**src/rtl/uart_alu_interface.sv**
```systemverilog
// Sequences UART bytes into ALU operands/operator, captures the ALU result and
// requests its transmission; partial frames are dropped after an idle timeout.
module uart_alu_interface #(
  parameter int NB_DATA     = 8,
  parameter int NB_OPERADOR = 6,
  parameter int TIMEOUT     = 50000
) (
  input  logic                   i_clk,
  input  logic                   i_reset,
  input  logic [NB_DATA-1:0]     i_rx_data,
  input  logic                   i_rx_done,
  input  logic [NB_DATA-1:0]     i_alu_result,
  input  logic                   i_tx_done,
  output logic [NB_DATA-1:0]     o_dato_a,
  output logic [NB_DATA-1:0]     o_dato_b,
  output logic [NB_OPERADOR-1:0] o_operador,
  output logic                   o_alu_valid,
  output logic [NB_DATA-1:0]     o_tx_data,
  output logic                   o_tx_start,
  output logic                   o_busy,
  output logic                   o_timeout
);

  localparam int NB_CNT = $clog2(TIMEOUT + 1);
  localparam logic [NB_CNT-1:0] TIMEOUT_VAL = NB_CNT'(TIMEOUT);
  localparam logic [NB_CNT-1:0] CNT_ONE     = NB_CNT'(1);

  typedef enum logic [2:0] {
    RX_A    = 3'd0,
    RX_B    = 3'd1,
    RX_OP   = 3'd2,
    EXEC    = 3'd3,
    SEND    = 3'd4,
    WAIT_TX = 3'd5
  } state_t;

  state_t                 state_r;
  state_t                 state_next_s;
  logic                   accept_s;
  logic                   timeout_s;
  logic [NB_CNT-1:0]      idle_cnt_r;
  logic [NB_DATA-1:0]     dato_a_r;
  logic [NB_DATA-1:0]     dato_b_r;
  logic [NB_OPERADOR-1:0] operador_r;
  logic [NB_DATA-1:0]     tx_data_r;
  logic                   alu_valid_r;
  logic                   tx_start_r;
  logic                   busy_r;
  logic                   timeout_r;

  function automatic logic is_busy(input state_t s);
    return (s == EXEC) || (s == SEND) || (s == WAIT_TX);
  endfunction

  function automatic logic is_collecting(input state_t s);
    return (s == RX_B) || (s == RX_OP);
  endfunction

  // Next-state decode; a byte arriving on the timeout cycle wins over the timeout.
  always_comb begin
    state_next_s = state_r;
    accept_s     = 1'b0;
    timeout_s    = 1'b0;
    case (state_r)
      RX_A: begin
        if (i_rx_done) begin
          accept_s     = 1'b1;
          state_next_s = RX_B;
        end else begin
          state_next_s = RX_A;
        end
      end
      RX_B: begin
        if (i_rx_done) begin
          accept_s     = 1'b1;
          state_next_s = RX_OP;
        end else if (idle_cnt_r == TIMEOUT_VAL) begin
          timeout_s    = 1'b1;
          state_next_s = RX_A;
        end else begin
          state_next_s = RX_B;
        end
      end
      RX_OP: begin
        if (i_rx_done) begin
          accept_s     = 1'b1;
          state_next_s = EXEC;
        end else if (idle_cnt_r == TIMEOUT_VAL) begin
          timeout_s    = 1'b1;
          state_next_s = RX_A;
        end else begin
          state_next_s = RX_OP;
        end
      end
      EXEC:    state_next_s = SEND;
      SEND:    state_next_s = WAIT_TX;
      WAIT_TX: begin
        if (i_tx_done) begin
          state_next_s = RX_A;
        end else begin
          state_next_s = WAIT_TX;
        end
      end
      default: state_next_s = RX_A;
    endcase
  end

  // State, datapath registers and strobes registered from the next state.
  always_ff @(posedge i_clk or posedge i_reset) begin
    if (i_reset) begin
      state_r     <= RX_A;
      idle_cnt_r  <= '0;
      dato_a_r    <= '0;
      dato_b_r    <= '0;
      operador_r  <= '0;
      tx_data_r   <= '0;
      alu_valid_r <= 1'b0;
      tx_start_r  <= 1'b0;
      busy_r      <= 1'b0;
      timeout_r   <= 1'b0;
    end else begin
      state_r     <= state_next_s;
      alu_valid_r <= (state_next_s == EXEC);
      tx_start_r  <= (state_next_s == SEND);
      busy_r      <= is_busy(state_next_s);
      timeout_r   <= timeout_s;

      if (accept_s || !is_collecting(state_r)) begin
        idle_cnt_r <= '0;
      end else if (idle_cnt_r != TIMEOUT_VAL) begin
        idle_cnt_r <= idle_cnt_r + CNT_ONE;
      end

      if (accept_s && (state_r == RX_A)) begin
        dato_a_r <= i_rx_data;
      end
      if (accept_s && (state_r == RX_B)) begin
        dato_b_r <= i_rx_data;
      end
      if (accept_s && (state_r == RX_OP)) begin
        operador_r <= i_rx_data[NB_OPERADOR-1:0];
      end
      if (state_r == EXEC) begin
        tx_data_r <= i_alu_result;
      end
    end
  end

  assign o_dato_a    = dato_a_r;
  assign o_dato_b    = dato_b_r;
  assign o_operador  = operador_r;
  assign o_alu_valid = alu_valid_r;
  assign o_tx_data   = tx_data_r;
  assign o_tx_start  = tx_start_r;
  assign o_busy      = busy_r;
  assign o_timeout   = timeout_r;

endmodule

```
**config.mk**
```make
export PLATFORM = sky130hd
export DESIGN_NAME = uart_alu_interface
export DESIGN_NICKNAME = d
export VERILOG_FILES = /design/src/rtl/uart_alu_interface.sv
export SDC_FILE = /design/constraint.sdc
export NUM_CORES = 1
export LEC_CHECK = 0
export ABC_AREA = 0
export BUFFER_PORTS_ARGS = -buffer_cell sky130_fd_sc_hd__buf_2
export CELL_PAD_IN_SITES_DETAIL_PLACEMENT = 1
export CELL_PAD_IN_SITES_GLOBAL_PLACEMENT = 1
export CORE_UTILIZATION = 45
export DETAILED_ROUTE_END_ITERATION = 8
export PLACE_DENSITY = 0.89
export SKIP_CTS_REPAIR_TIMING = 1
export SKIP_LAST_GASP = 1
export SLEW_MARGIN = 0
export SYNTH_ARGS = -nofsm -noshare
export SYNTH_HDL_FRONTEND = slang
export SYNTH_SLANG_ARGS = --single-unit
```
**constraint.sdc**
```tcl
create_clock -name i_clk -period 4.3 [get_ports i_clk]
set_input_delay 0.43 -clock i_clk [delete_from_list [all_inputs] [get_ports i_clk]]
set_output_delay 0.43 -clock i_clk [all_outputs]
set_load 0.05 [all_outputs]
```
== Word level (Yosys, flattened, before mapping) ==
Cells that the tools add are included.
Storage, ports and cells
  register bits: 53
  input bits: 20
  output and inout port bits: 34
  word-level logic and storage cells: 47
Operators by class
  add/subtract/negate cells: 1
  eq/ne operators: 10
  mux-type cells: 14
  reduce and logical (&&, ||, !) cells: 12
Operators by type and width (number)
  $mux W16: 2
  $pmux W3 S6: 1
  $add A16 B1 Y16 const B: 1
  $eq A16 B16 Y1 const B: 1
  $ne A16 B16 Y1 const B: 1
  $eq A3 B3 Y1 const B: 4
  $eq A3 B2 Y1 const B: 3
  $mux W1: 7
  $mux W2: 3
  $logic_or A1 B1 Y1: 4
  $eq A3 B1 Y1 const B: 1
  $logic_and A1 B1 Y1: 3
  $logic_not A3 Y1: 1
  $mux W3: 1
  $reduce_or A3 Y1: 1
  $reduce_bool A2 Y1: 1
  $reduce_or A2 Y1: 1
  $logic_not A1 Y1: 1

== Logic depth before layout (Yosys ltp) ==
  depth after elaboration: 7
  gate-level depth with buffers: 6
  depth with buffers taken out: 6

== Worst setup path after synthesis ==
No wires, ideal clock.
  path kind: register to register
  start: register state_r[0]
  end: register operador_r[0], in the netlist o_operador[0]
  library setup time: 125 ps
  arrival: 1399 ps
  required time: 4175 ps
  slack: 2776 ps
  stages on the path, launching flop included: 7
  path buffers: 2
  clock period less this slack: 1524 ps
  cells stage by stage: dfrtp_1 > buf_4 > nand2b_1 > nor2_1 > and2_1 > buf_2 > mux2_2
On the way
  word-level cells in the longest chain between the ends: 4
  elaborated cells on any way between the ends: 6
  those cells by class: eq/ne (2); mux (1); reduce/logical (3)
Ends and longest elaborated chain
  start, declared: line 37  | state_t state_r;
  start signal, assigned: line 122  | state_r <= state_next_s;
  $eq A3 B1 Y1, or another cell as far along: line 64  | case (state_r)
  $reduce_or A3 Y1 (no source line)
  $mux W1
  $logic_and A1 B1 Y1 *: line 140  | if (accept_s && (state_r == RX_OP)) begin
  end signal, assigned: line 141  | operador_r <= i_rx_data[NB_OPERADOR-1:0];
  end, declared: line 44  | logic [NB_OPERADOR-1:0] operador_r;
Mark *: on every way between the ends. The rest lies on a longest branch, timed or not.
A chain may end at the register's enable or synchronous reset.

== Final worst setup path ==
  start: register state_r[0]
  end: register operador_r[2], in the netlist o_operador[2]
The elaborated chain is that of the path after synthesis.

==> flow_summary.yaml <==
yosys:
  postSynthRegisterBits: 53
  postSynthCellCount: 193
  synthDistinctLibCells: 36
  post-synth-top-area-fraction_pct: 57.7
  mappedNetlistNets: 215
  syn_avg_cell_area_sq_um: 11.9
  yosys-top-cells-area: "sky130_fd_sc_hd__dfrtp_1 58%, sky130_fd_sc_hd__mux2_2 11%, sky130_fd_sc_hd__nand2_1 4.6%"
  synth_area_leader_cell: "sky130_fd_sc_hd__dfrtp_1"
  netlist_area_sq_um: 2300
  yosysWarnings: 0
  synth-seq-area-share_pct: 57.7
drt:
  routed_wire_length_per_instance_um: 16.4
  drt_first_pass_iters: 4
  ant_nets: 0
  drcViolationCount: 0
  vias_after_detailed_routing: 1617
  finalWirelength_mm: 5.16
  dr.first_iter.drc_count: 73
  drt-vias-per-instance: 5.15
setup_path:
  worstPathCellList: "nand2b_1 > nor2_1 > and2_1 > mux2_2"
  critPathArrivalTime_ns: 1.97
  startpoint_type: "flip-flop"
  required_ns: 4.51
  largest_driver_fanout_on_the_critical_path: 9
  timing.critical_path.slowest_cell_delay_ns: 0.49
  crit_slowest_cell: "sky130_fd_sc_hd__dfrtp_1"
  cp_class: "flip-flop to flip-flop"
  end_kind: "flip-flop"
clock_tree:
  clk-insertion-delay-late_ns: 0.31
  tritoncts.num_buffers: 5
  cts_max_path_buffers: 2
  clockRootBuffer: "sky130_fd_sc_hd__clkbuf_8"
  cts_tree: "done"
  cts.sink_count: 53
  clk_pin_slew_worst_paths_ns: 0.10
  htree_num_levels: 2
sta:
  worst_case_headroom_to_the_max_slew_limit_pct: 27.7
  finalClockSkew_ns: 0.0120
  fmaxAchievable_mhz: 566
  final_max_slew_viol_count: 0
  report.final.setup_viol: 0
  rsz0062_at_grt: "false"
  final-hold-violation-count: 0
  worst-slew-pin-transition_ns: 1.08
  layout_worst_path_cycle_share_pct: 41.1
  setup_total_negative_slack_ns: 0
  finalCriticalPeriod_ns: 1.77
placed_design:
  place.gp.congestion: 0.783
  dpl.hpwl_mm: 3.67
  placed_cell_area_sq_um: 2600
  port-buffer-count: 53
global_route:
  grt_first_pass_wirelength_mm: 8.50
  grt_antenna_before_repair: 0
  globalRoute.totalOverflow: 0
  grt_pass1_vias: 1703
  grt_max_degree: 54
  gr-usage-all-layers_pct: 21.2
outcome:
  status: "finished, final reports clean"
pwr:
  power_per_cell_area_nw_per_um2: 796
  cellLeakagePower_nw: 1.28
  worst_ir_drop_vdd_v: 0.000586
  p_comb_share_pct: 49.1
  power.net_switching_mw: 1.07
  netSwitchingFraction_pct: 49.8
  power_frac_seq_pct: 36.8
  power_frac_clock_pct: 14.2
  intPower_mw: 1.08
final_layout:
  antenna_cells: 0
  nets: 268
  p_r_area_growth_vs_syn_pct: 17.5
  finalInstanceArea_sq_um: 2700
  drive_gt1_share_pct: 37.2
die:
  starting_utilization_of_the_core_area_pct: 47.7
  die_h_um: 73.5
  design.die.area_sq_um: 5390
  chip_width_um: 73.5
  boundaryPins: 54
  design.core.area_sq_um: 4820
  num_rows: 25
hold_path:
  hp-class: "input pin to flip-flop"
flow_run:
  number_of_max_cap_violations: 0
-- routing by layer --
| metal | global-route usage (%) | vias up | routed length (um) |
|---|---|---|---|
| met1 | 27.1 | 803 | 2230 |
| li1 | - | 765 | - |
| met5 | 0 | - | 0 |
| met4 | 6.84 | 0 | 69 |
| met2 | 35.0 | 42 | 2600 |
| met3 | 5.49 | 7 | 252 |
-- power by group through the flow --
stage	Clock, mW	Combinational, mW	Sequential, mW
3_3_place_gp	0	1.03	0.781
6_report	0.304	1.05	0.790
2_1_floorplan	0	0.329	1.29
4_1_cts	0.314	1.07	0.791
5_1_grt	0.326	1.11	0.811
3_5_place_dp	0	1.06	0.796
-- cells in the mapped netlist, drive strengths merged --
| master | instances |
|---|---|
| dfrtp | 53 |
| nand2b | 2 |
| nor2 | 14 |
| nand2 | 28 |
| nor4b | 2 |
| a211o | 1 |
| or3 | 4 |
| ha | 2 |
| and3b | 1 |
| nand3 | 8 |
| o31ai | 1 |
| nor3 | 4 |
| nand4 | 8 |
| and4bb | 2 |
| nor4bb | 1 |
| o21ai | 3 |
| inv | 5 |
| or2 | 2 |
| and4 | 2 |
| nand4b | 1 |
| xnor2 | 4 |
| and2 | 3 |
| buf | 7 |
| a21oi | 2 |
| a211oi | 1 |
| mux2 | 22 |
| xor2 | 9 |
| nor4 | 1 |
-- final timing paths --
path | cells after the start | endpoint | start | slack [ns]
worst max-delay path | 4 | o_operador[2] | state_r[0] | 2.53
worst min-delay path | 3 | o_tx_data[4] | i_alu_result[4] | 0.31
worst max register to register | 4 | o_operador[2] | state_r[0] | 2.53
worst min register to register | 2 | o_tx_data[0] | o_tx_data[0] | 0.49
max in group asynchronous | 2 | state_r[1] | i_reset | 3.24
min in group asynchronous | 2 | o_dato_b[7] | i_reset | 0.37
-- cell type report --
| cell class | count | area, sq um |
|---|---|---|
| fillers | 557 | 2120 |
| flip-flops and latches | 53 | 1330 |
| multi-input cells | 128 | 906 |
| repair buffers | 53 | 265 |
| well taps | 67 | 83.8 |
| clock buffers | 6 | 82.6 |
| inverters | 5 | 18.8 |
| clock inverters | 2 | 17.5 |
-- worst max-delay path, delay by kind of cell (launching register included) --
family / cells / cell delay (ns)
and+or+nand+nor: 3 / 0.78
muxes: 1 / 0.39
DFF: 1 / 0.49
-- cell usage in the layout, fill, tap and decap left out, types with 2 or more instances in the layout --
cell type and count:
sky130_fd_sc_hd__dfrtp_1 53, sky130_fd_sc_hd__or3_1 4, sky130_fd_sc_hd__o21ai_0 3, sky130_fd_sc_hd__ha_1 2, sky130_fd_sc_hd__buf_2 53, sky130_fd_sc_hd__mux2_2 22, sky130_fd_sc_hd__nand2_1 28, sky130_fd_sc_hd__and4bb_1 2
sky130_fd_sc_hd__nor3_4 2, sky130_fd_sc_hd__a21oi_1 2, sky130_fd_sc_hd__and2_1 3, sky130_fd_sc_hd__and4_1 2, sky130_fd_sc_hd__nand3_1 7, sky130_fd_sc_hd__inv_1 2, sky130_fd_sc_hd__nor2_1 14, sky130_fd_sc_hd__nor3_1 2
sky130_fd_sc_hd__inv_2 3, sky130_fd_sc_hd__xnor2_1 4, sky130_fd_sc_hd__xor2_1 9, sky130_fd_sc_hd__nand4_1 7, sky130_fd_sc_hd__clkbuf_8 6, sky130_fd_sc_hd__nand2b_1 2
-- flip-flops by register name, summed over array words and instances (netlist names) --
name / count
state_r: 3
o_dato_a: 8
o_dato_b: 8
o_alu_valid: 1
o_operador: 6
idle_cnt_r: 16
o_busy: 1
o_tx_start: 1
o_tx_data: 8
o_timeout: 1
-- logic make-up after synthesis --
kind of cell    Yosys count  share of synthesized area [%]
simple gates             83                           20.5
flops                    53                           57.7
mux                      22                           10.8
xor+xnor                 13                           4.96
buf+inv                  12                           2.83
compound gates            8                           2.12
fa+ha+maj                 2                           1.09
-- per-stage QoR --
stage	instances	total power [mW]	hold slack, ns	worst slack (ns)	util, %
final	314	2.15	0.311	2.53	56.1
after global routing	314	2.25	0.321	2.42	56.1
after CTS	314	2.17	0.305	2.55	56.1
after detailed placement	306	1.86	0.473	2.55	54.0
after global placement	306	1.81	0.454	2.62	54.0
after floorplan	193	1.62	0.513	2.58	-
(Power assumes the default switching activity.)
